`src/rtl/rca_share_if.sv`:
```
// Request, response and shared-adder signals for rca_share_seq.
// slave is the sequencer side; master is the requesters/consumer/adder side.
interface rca_share_if #(parameter int NBYTES = 4);
    logic                  req0_valid;
    logic                  req0_ready;
    logic [8*NBYTES-1:0]   req0_a;
    logic [8*NBYTES-1:0]   req0_b;
    logic                  req0_cin;
    logic                  req1_valid;
    logic                  req1_ready;
    logic [8*NBYTES-1:0]   req1_a;
    logic [8*NBYTES-1:0]   req1_b;
    logic                  req1_cin;
    logic                  rsp_valid;
    logic                  rsp_ready;
    logic                  rsp_id;
    logic [8*NBYTES-1:0]   rsp_sum;
    logic                  rsp_cout;
    logic [7:0]            add_x;
    logic [7:0]            add_y;
    logic                  add_cin;
    logic [7:0]            add_s;
    logic                  add_cout;

    modport slave (
        input  req0_valid, req0_a, req0_b, req0_cin,
        input  req1_valid, req1_a, req1_b, req1_cin,
        input  rsp_ready, add_s, add_cout,
        output req0_ready, req1_ready,
        output rsp_valid, rsp_id, rsp_sum, rsp_cout,
        output add_x, add_y, add_cin
    );

    modport master (
        output req0_valid, req0_a, req0_b, req0_cin,
        output req1_valid, req1_a, req1_b, req1_cin,
        output rsp_ready, add_s, add_cout,
        input  req0_ready, req1_ready,
        input  rsp_valid, rsp_id, rsp_sum, rsp_cout,
        input  add_x, add_y, add_cin
    );
endinterface

```
`src/rtl/rca_share_seq.sv`:
```
// Round-robin sequencer sharing one external 8-bit ripple-carry adder between
// two requesters; each NBYTES-wide add is fed LSB byte first with a registered carry.
//   state | meaning
//   IDLE  | arbitrate, latch operands of the granted requester
//   RUN   | one operand byte through the adder per cycle
//   DONE  | hold result on the response channel until accepted
module rca_share_seq #(
    parameter int NBYTES = 4
) (
    input  logic clk,
    input  logic rst,
    rca_share_if.slave bus
);
    localparam int W  = 8 * NBYTES;
    localparam int IW = (NBYTES > 1) ? $clog2(NBYTES) : 1;

    typedef enum logic [1:0] {IDLE, RUN, DONE} state_t;

    state_t          state, state_nxt;
    logic            ptr;
    logic [IW-1:0]   idx;
    logic            carry;
    logic [W-1:0]    a_reg, b_reg, sum_reg;
    logic            id_reg;
    logic            cout_reg;

    logic            gnt0, gnt1;
    logic            last;
    logic            rsp_valid;
    logic [7:0]      x_byte, y_byte;
    logic            x_cin;

    assign last = (idx == IW'(NBYTES - 1));

    always_ff @(posedge clk or posedge rst) begin
        if (rst) begin
            state    <= IDLE;
            ptr      <= 1'b0;
            idx      <= '0;
            carry    <= 1'b0;
            a_reg    <= '0;
            b_reg    <= '0;
            sum_reg  <= '0;
            id_reg   <= 1'b0;
            cout_reg <= 1'b0;
        end else begin
            state <= state_nxt;
            case (state)
                IDLE: begin
                    if (gnt0 || gnt1) begin
                        a_reg  <= gnt1 ? bus.req1_a   : bus.req0_a;
                        b_reg  <= gnt1 ? bus.req1_b   : bus.req0_b;
                        carry  <= gnt1 ? bus.req1_cin : bus.req0_cin;
                        id_reg <= gnt1;
                        ptr    <= ~gnt1;
                        idx    <= '0;
                    end
                end
                RUN: begin
                    for (int i = 0; i < NBYTES; i++) begin
                        if (idx == IW'(i))
                            sum_reg[8*i +: 8] <= bus.add_s;
                    end
                    carry <= bus.add_cout;
                    idx   <= idx + 1'b1;
                    if (last)
                        cout_reg <= bus.add_cout;
                end
                default: ;
            endcase
        end
    end

    always_comb begin
        state_nxt = state;
        gnt0      = 1'b0;
        gnt1      = 1'b0;
        rsp_valid = 1'b0;
        x_byte    = 8'h00;
        y_byte    = 8'h00;
        x_cin     = 1'b0;
        case (state)
            IDLE: begin
                gnt0 = bus.req0_valid & (~ptr | ~bus.req1_valid);
                gnt1 = bus.req1_valid & (ptr | ~bus.req0_valid);
                if (gnt0 || gnt1)
                    state_nxt = RUN;
            end
            RUN: begin
                for (int i = 0; i < NBYTES; i++) begin
                    if (idx == IW'(i)) begin
                        x_byte = a_reg[8*i +: 8];
                        y_byte = b_reg[8*i +: 8];
                    end
                end
                x_cin = carry;
                if (last)
                    state_nxt = DONE;
            end
            DONE: begin
                rsp_valid = 1'b1;
                if (bus.rsp_ready)
                    state_nxt = IDLE;
            end
            default: state_nxt = IDLE;
        endcase
    end

    assign bus.req0_ready = gnt0;
    assign bus.req1_ready = gnt1;
    assign bus.rsp_valid  = rsp_valid;
    assign bus.rsp_id     = id_reg;
    assign bus.rsp_sum    = sum_reg;
    assign bus.rsp_cout   = cout_reg;
    assign bus.add_x      = x_byte;
    assign bus.add_y      = y_byte;
    assign bus.add_cin    = x_cin;
endmodule
```
`src/flat_wrapper.sv`:
```
// flat-port wrapper written by rule: the top's interface ports become plain ports
module rca_share_seq_flat 
#(
    parameter int NBYTES = 4
)
  (clk, rst, bus_req0_valid, bus_req0_a, bus_req0_b, bus_req0_cin, bus_req1_valid, bus_req1_a, bus_req1_b, bus_req1_cin, bus_rsp_ready, bus_add_s, bus_add_cout, bus_req0_ready, bus_req1_ready, bus_rsp_valid, bus_rsp_id, bus_rsp_sum, bus_rsp_cout, bus_add_x, bus_add_y, bus_add_cin);
  rca_share_if #(.NBYTES(NBYTES)) bus_i ();
  input  logic clk;
  input  logic rst;
  input wire logic [$bits(bus_i.req0_valid)-1:0] bus_req0_valid;
  input wire logic [$bits(bus_i.req0_a)-1:0] bus_req0_a;
  input wire logic [$bits(bus_i.req0_b)-1:0] bus_req0_b;
  input wire logic [$bits(bus_i.req0_cin)-1:0] bus_req0_cin;
  input wire logic [$bits(bus_i.req1_valid)-1:0] bus_req1_valid;
  input wire logic [$bits(bus_i.req1_a)-1:0] bus_req1_a;
  input wire logic [$bits(bus_i.req1_b)-1:0] bus_req1_b;
  input wire logic [$bits(bus_i.req1_cin)-1:0] bus_req1_cin;
  input wire logic [$bits(bus_i.rsp_ready)-1:0] bus_rsp_ready;
  input wire logic [$bits(bus_i.add_s)-1:0] bus_add_s;
  input wire logic [$bits(bus_i.add_cout)-1:0] bus_add_cout;
  output wire logic [$bits(bus_i.req0_ready)-1:0] bus_req0_ready;
  output wire logic [$bits(bus_i.req1_ready)-1:0] bus_req1_ready;
  output wire logic [$bits(bus_i.rsp_valid)-1:0] bus_rsp_valid;
  output wire logic [$bits(bus_i.rsp_id)-1:0] bus_rsp_id;
  output wire logic [$bits(bus_i.rsp_sum)-1:0] bus_rsp_sum;
  output wire logic [$bits(bus_i.rsp_cout)-1:0] bus_rsp_cout;
  output wire logic [$bits(bus_i.add_x)-1:0] bus_add_x;
  output wire logic [$bits(bus_i.add_y)-1:0] bus_add_y;
  output wire logic [$bits(bus_i.add_cin)-1:0] bus_add_cin;
  assign bus_i.req0_valid = bus_req0_valid;
  assign bus_i.req0_a = bus_req0_a;
  assign bus_i.req0_b = bus_req0_b;
  assign bus_i.req0_cin = bus_req0_cin;
  assign bus_i.req1_valid = bus_req1_valid;
  assign bus_i.req1_a = bus_req1_a;
  assign bus_i.req1_b = bus_req1_b;
  assign bus_i.req1_cin = bus_req1_cin;
  assign bus_i.rsp_ready = bus_rsp_ready;
  assign bus_i.add_s = bus_add_s;
  assign bus_i.add_cout = bus_add_cout;
  assign bus_req0_ready = bus_i.req0_ready;
  assign bus_req1_ready = bus_i.req1_ready;
  assign bus_rsp_valid = bus_i.rsp_valid;
  assign bus_rsp_id = bus_i.rsp_id;
  assign bus_rsp_sum = bus_i.rsp_sum;
  assign bus_rsp_cout = bus_i.rsp_cout;
  assign bus_add_x = bus_i.add_x;
  assign bus_add_y = bus_i.add_y;
  assign bus_add_cin = bus_i.add_cin;
  rca_share_seq #(.NBYTES(NBYTES)) u_core (.clk(clk), .rst(rst), .bus(bus_i));
endmodule
```
`config.mk`:
```
export PLATFORM = sky130hd
export DESIGN_NAME = rca_share_seq_flat
export DESIGN_NICKNAME = d
export VERILOG_FILES = /design/src/rtl/rca_share_if.sv /design/src/rtl/rca_share_seq.sv /design/src/flat_wrapper.sv
export SDC_FILE = /design/constraint.sdc
export NUM_CORES = 1
export LEC_CHECK = 0
export ABC_AREA = 0
export CAP_MARGIN = 20
export CORE_UTILIZATION = 40
export DETAILED_ROUTE_END_ITERATION = 10
export PLACE_DENSITY = 0.86
export SYNTH_ARGS = -nofsm -noshare
export SYNTH_HDL_FRONTEND = slang
export SYNTH_SLANG_ARGS = --single-unit
export TNS_END_PERCENT = 5
```
`constraint.sdc`:
```
create_clock -name clk -period 3.1 [get_ports clk]
set_input_delay 0.465 -clock clk [delete_from_list [all_inputs] [get_ports clk]]
set_output_delay 0.465 -clock clk [all_outputs]
set_load 0.02 [all_outputs]
```
# [Yosys cells after proc, flatten, opt, wreduce, memory -nomap -nowiden]
# Index checks and enable logic that the tools add are counted.
[classes] eq_ne=9 muxes=25 n_reduce_logical=12 add_sub_neg=1 bitwise_logic=8
[ops] op="2-to-1 mux 8 bit" n=10
[ops] op="2-to-1 mux 32 bit" n=2
[ops] op="AND reduction 2 bit" n=6
[ops] op="2-to-1 mux 2 bit" n=4
[ops] op="== test 2 bit (second input constant)" n=3
[ops] op="2-to-1 mux 1 bit" n=6
[ops] op="!= test 2 x 1 -> 1 bit (second input constant)" n=3
[ops] op="case mux 2 bit (3 select lines)" n=1
[ops] op="== test 2 x 1 -> 1 bit (second input constant)" n=2
[ops] op="logical NOT 2 bit" n=2
[ops] op="NOT 1 bit" n=4
[ops] op="case mux 2 bit (2 select lines)" n=1
[ops] op="AND reduction 3 bit" n=1
[ops] op="adder 2 x 1 -> 2 bit (second input constant)" n=1
[ops] op="AND 1 bit" n=2
[ops] op="logical OR 1 bit" n=2
[ops] op="!= test 2 bit (second input constant)" n=1
[ops] op="bitwise OR 1 bit" n=2
[ops] op="case mux 1 bit (2 select lines)" n=1
[ops] op="nonzero test 2 bit" n=1
[word_totals] output_inout_bits=54 word_cells=67 regBits=104

# [Logic depth before layout (Yosys ltp)]
[logic_depth] word_depth=7 depth_mapped=8 mapped_depth_nobuf=6

# [Worst setup path after synthesis]
# Ideal clock, no wire load.
[synth_timing] kind="reg2out" start="register u_core.idx[0]" end="output bus_add_y[4]" slack_ns=0.906 stages_incl_launch_ff=8 arrival_time_ns=1.729 required_ns=2.635 path_cell_list="dfrtp_1 -> ha_1 -> buf_6 -> nor2b_4 -> buf_4 -> a221oi_1 -> a211o_1 -> a21oi_1"
[synth_between] elab_chain_len=6
[synth_rtl] item="start, declared" line_no="rca_share_seq.sv:21" source="logic [IW-1:0] idx;"
[synth_rtl] item="start signal, assigned" line_no="rca_share_seq.sv:65" source="idx <= idx + 1'b1;"
[synth_rtl] item="logical NOT 2 bit" line_no="rca_share_seq.sv:91" source="if (idx == IW'(i)) begin"
[synth_rtl] item="2-to-1 mux 8 bit (3 in a row)" line_no="rca_share_seq.sv:91"
[synth_rtl] item="2-to-1 mux 8 bit *" line_no="rca_share_seq.sv:91"
[synth_rtl] item="2-to-1 mux 8 bit *" line_no="rca_share_seq.sv:82" source="case (state)"
[synth_rtl] item="end, declared" line_no="flat_wrapper.sv:28" source="output wire logic [$bits(bus_i.add_y)-1:0] bus_add_y;"
# Mark *: on every way between the ends. The rest lies on a longest branch, timed or not.

# [Worst setup path after layout]
[layout_timing] start="register u_core.idx[0]" end="output bus_add_x[6]"
[layout_between] elab_chain_len=6
[layout_rtl] item="logical NOT 2 bit" line_no="rca_share_seq.sv:91"
[layout_rtl] item="2-to-1 mux 8 bit (3 in a row)" line_no="rca_share_seq.sv:91"
[layout_rtl] item="2-to-1 mux 8 bit *" line_no="rca_share_seq.sv:91"
[layout_rtl] item="2-to-1 mux 8 bit *" line_no="rca_share_seq.sv:82"
[layout_rtl] item="end, declared" line_no="flat_wrapper.sv:27" source="output wire logic [$bits(bus_i.add_x)-1:0] bus_add_x;"
# Marked as above.

==> impl_metrics.json <==
{
  "gr-usage-all-layers_pct": 21.39,
  "hpwl_mm": 10.95,
  "place_congestion": 0.8166,
  "htreeDepth": 3,
  "die_w_um": 115.3,
  "synth-warning-count": 0,
  "synthAdderAreaFrac_pct": 0.9744,
  "ios": 198,
  "syn_avg_cell_area_um2": 10.59,
  "cts-root-buf": "clkbuf_16",
  "routed_wl_mm": 13.93,
  "drive_above_1_share_pct": 10.31,
  "fin_skew_ns": 0.009348,
  "multi_input_comb_area_um2": 2232,
  "drc": 0,
  "layout.area.seq_um2": 2603,
  "grt-ovfl-total": 0,
  "fin_crit_sh_pct": 97.03,
  "finalCriticalPeriod_ns": 3.008,
  "crit_slowest_cell": "clkdlybuf4s50_1",
  "cts_tree": "built",
  "netlist_area_um2": 5136,
  "setup-violations-final": 0,
  "synth_compound_area_share_pct": 14.37,
  "vdd.ir_drop.worst_uv": 515.5,
  "path_cells": "inv_1 -> ha_1 -> nor2b_4 -> buf_12 -> a221oi_1 -> a211o_1 -> a21oi_1 -> clkdlybuf4s50_1",
  "power.total_uw": 7466,
  "die_area_um2": 13300,
  "antenna_cells": 0,
  "clock-sinks": 104,
  "core_um2": 12570,
  "wire_per_inst_um": 16.36,
  "routed_via_density": 5.075,
  "via_count": 4319,
  "synthCells": 485,
  "clk_pin_slew_ns": 0.07,
  "yosysUniqueCellTypes": 27,
  "numCtsBuffers": 9,
  "start_util_pct": 40.87,
  "grt_pass1_vias": 4338,
  "worst_pin_slew_ns": 0.8242,
  "grt_pass1_wl_mm": 21.75,
  "pre_cts_ws_ns": 0.2460,
  "rsz0062_at_grt": "false",
  "antenna_found_initial": 0,
  "critPathCaptureType": "output pin",
  "synth_top_family_by_area": "multiplexers",
  "synth_fp_nets": 633,
  "powerDensity_nw_per_um2": 980.0,
  "first_pass_iters": 4,
  "area_growth_pct": 48.33,
  "fin_nets": 822,
  "clock.fmax_ghz": 0.3325,
  "worst_slack_ns": 0.09204,
  "clock_latency_ns": 0.34,
  "crit_buf_inv": 3,
  "drt_iter0_markers": 317,
  "synth_xor_area_share_pct": 0,
  "cp-start-kind": "flop",
  "ant_nets": 0,
  "synth-simple-area-share_pct": 7.844,
  "criticalPathCategory": "flop to output pin",
  "drv_cap": 0,
  "p_leak_uw": 0.003595,
  "row_count": 41,
  "port_buffers": 197,
  "arrival_ns": 2.54,
  "utilization_pct": 60.62,
  "drv_slew": 0,
  "nFillCells": 992,
  "slew_headroom_pct": 44.85,
  "worstPathMaxFanout": 8,
  "synth-seq-cells": 104,
  "run_status": "completed",
  "die_y_um": 115.3,
  "yosys.area.top_type": "dfrtp_1",
  "ys_top_cells_by_area": "dfrtp_1, mux2i_1, mux2_2",
  "cts_buffer_depth": 2,
  "synth_top_area_share_pct": 50.67,
  "required_ns": 2.63,
  "grt_max_degree": 66,
  "muxShareOfSynthArea_pct": 19.90,
  "finalSetupTns_ns": 0,
  "hold_path.class": "flop to flop",
  "hold_viol": 0,
  "cts-hold-fix-buffers": 0,
  "ys_seq_area_share_pct": 50.67,
  "cp_top_family": "buffers and inverters",
  "max_stage_delay_ns": 0.65
}
-- final timing paths --
path                             startpoint                endpoint  slack [ns]  cells past startpoint
min reg2reg                u_core.b_reg[22]        u_core.b_reg[22]        0.49                      2
min                        u_core.b_reg[22]        u_core.b_reg[22]        0.49                      2
max in group asynchronous               rst   u_core.bus.rsp_sum[7]        1.83                      3
min in group asynchronous               rst  u_core.bus.rsp_sum[28]        0.60                      2
max reg2reg                   u_core.idx[1]  u_core.bus.rsp_sum[14]        1.28                      5
max                           u_core.idx[0]            bus_add_x[6]        0.09                      8
-- layout make-up --
| type | count | area share (%) |
|---|---|---|
| multi-input combinational | 325 | 29.30 |
| inverter | 21 | 1.084 |
| tap | 172 | 2.825 |
| clock buffer | 9 | 2.956 |
| timing repair buffer | 213 | 28.87 |
| clock inverter | 7 | 0.8047 |
| sequential | 104 | 34.16 |
-- timing repair --
| item | 4_1_cts | 5_1_grt |
|---|---|---|
| resized for setup | 0 | 13 |
| setup buffers | 2 | 0 |
| endpoints found under the setup margin | 15 | 13 |
| pin swaps | 0 | 0 |
-- layer usage --
layer / up-vias / global-route usage, % / wire, um
met5: - / 0 / 0
met4: 0 / 5.541 / 145
met3: 12 / 3.532 / 958
met2: 173 / 38.48 / 7113
met1: 2058 / 26.56 / 5708
li1: 2076 / - / -
-- worst reg2reg max path, stage by stage (launching register included) --
cell	delay, ns
dfrtp_1	0.42
inv_1	0.10
ha_1	0.22
buf_4	0.26
nand2_1	0.32
mux2_2	0.39
-- stage by stage --
stage | instance area [um^2] | cells | hold slack (ns)
final | 7619 | 851 | 0.4860
after global routing | 7619 | 851 | 0.5135
after CTS | 7586 | 851 | 0.4867
after detailed placement | 7272 | 833 | 0.4704
after global placement | 7272 | 833 | 0.4641
after floorplan | 5140 | 485 | 0.4486
-- placed cells by master, fill, tap and decap left out, drive strengths merged --
master / count
a211o: 15
a21oi: 20
a221oi: 15
a22oi: 1
a31oi: 1
and2: 1
buf: 16
clkbuf: 9
clkdlybuf4s50: 184
clkinv: 2
clkinvlp: 2
dfrtp: 104
dlymetal6s2s: 13
ha: 4
inv: 24
mux2: 33
mux2i: 65
nand2: 88
nand2b: 2
nand3: 3
nor2: 3
nor2b: 2
nor3: 1
o211ai: 1
o21ai: 70
-- cell families (layout without fill, tap and decap cells) --
logic type / after synthesis / after routing
compound gates: 123 / 123
fa+ha+maj: 4 / 4
buf+inv: 56 / 250
flops: 104 / 104
mux: 98 / 98
simple gates: 100 / 100
-- cells in the mapped netlist --
cell      instances
a211o_1          15
a21oi_1          20
a221oi_1         15
a22oi_1           1
a31oi_1           1
and2_1            1
buf_2             7
buf_4             3
buf_6            12
clkbuf_1         13
dfrtp_1         104
ha_1              4
inv_1            21
mux2_2           33
mux2i_1          65
nand2_1          87
nand2_2           1
nand2b_1          2
nand3_1           3
nor2_1            3
nor2b_1           1
nor2b_4           1
nor3_1            1
o211ai_1          1
o21ai_0          29
o21ai_1          40
o21ai_2           1
-- report_power, final --
part | internal [uW] | total (uW) | switching (uW)
registers | 2040 | 2480 | 436
logic | 1880 | 3900 | 2010
clock network | 562 | 1090 | 530
No activity file was read; power rests on OpenSTA's default activity.
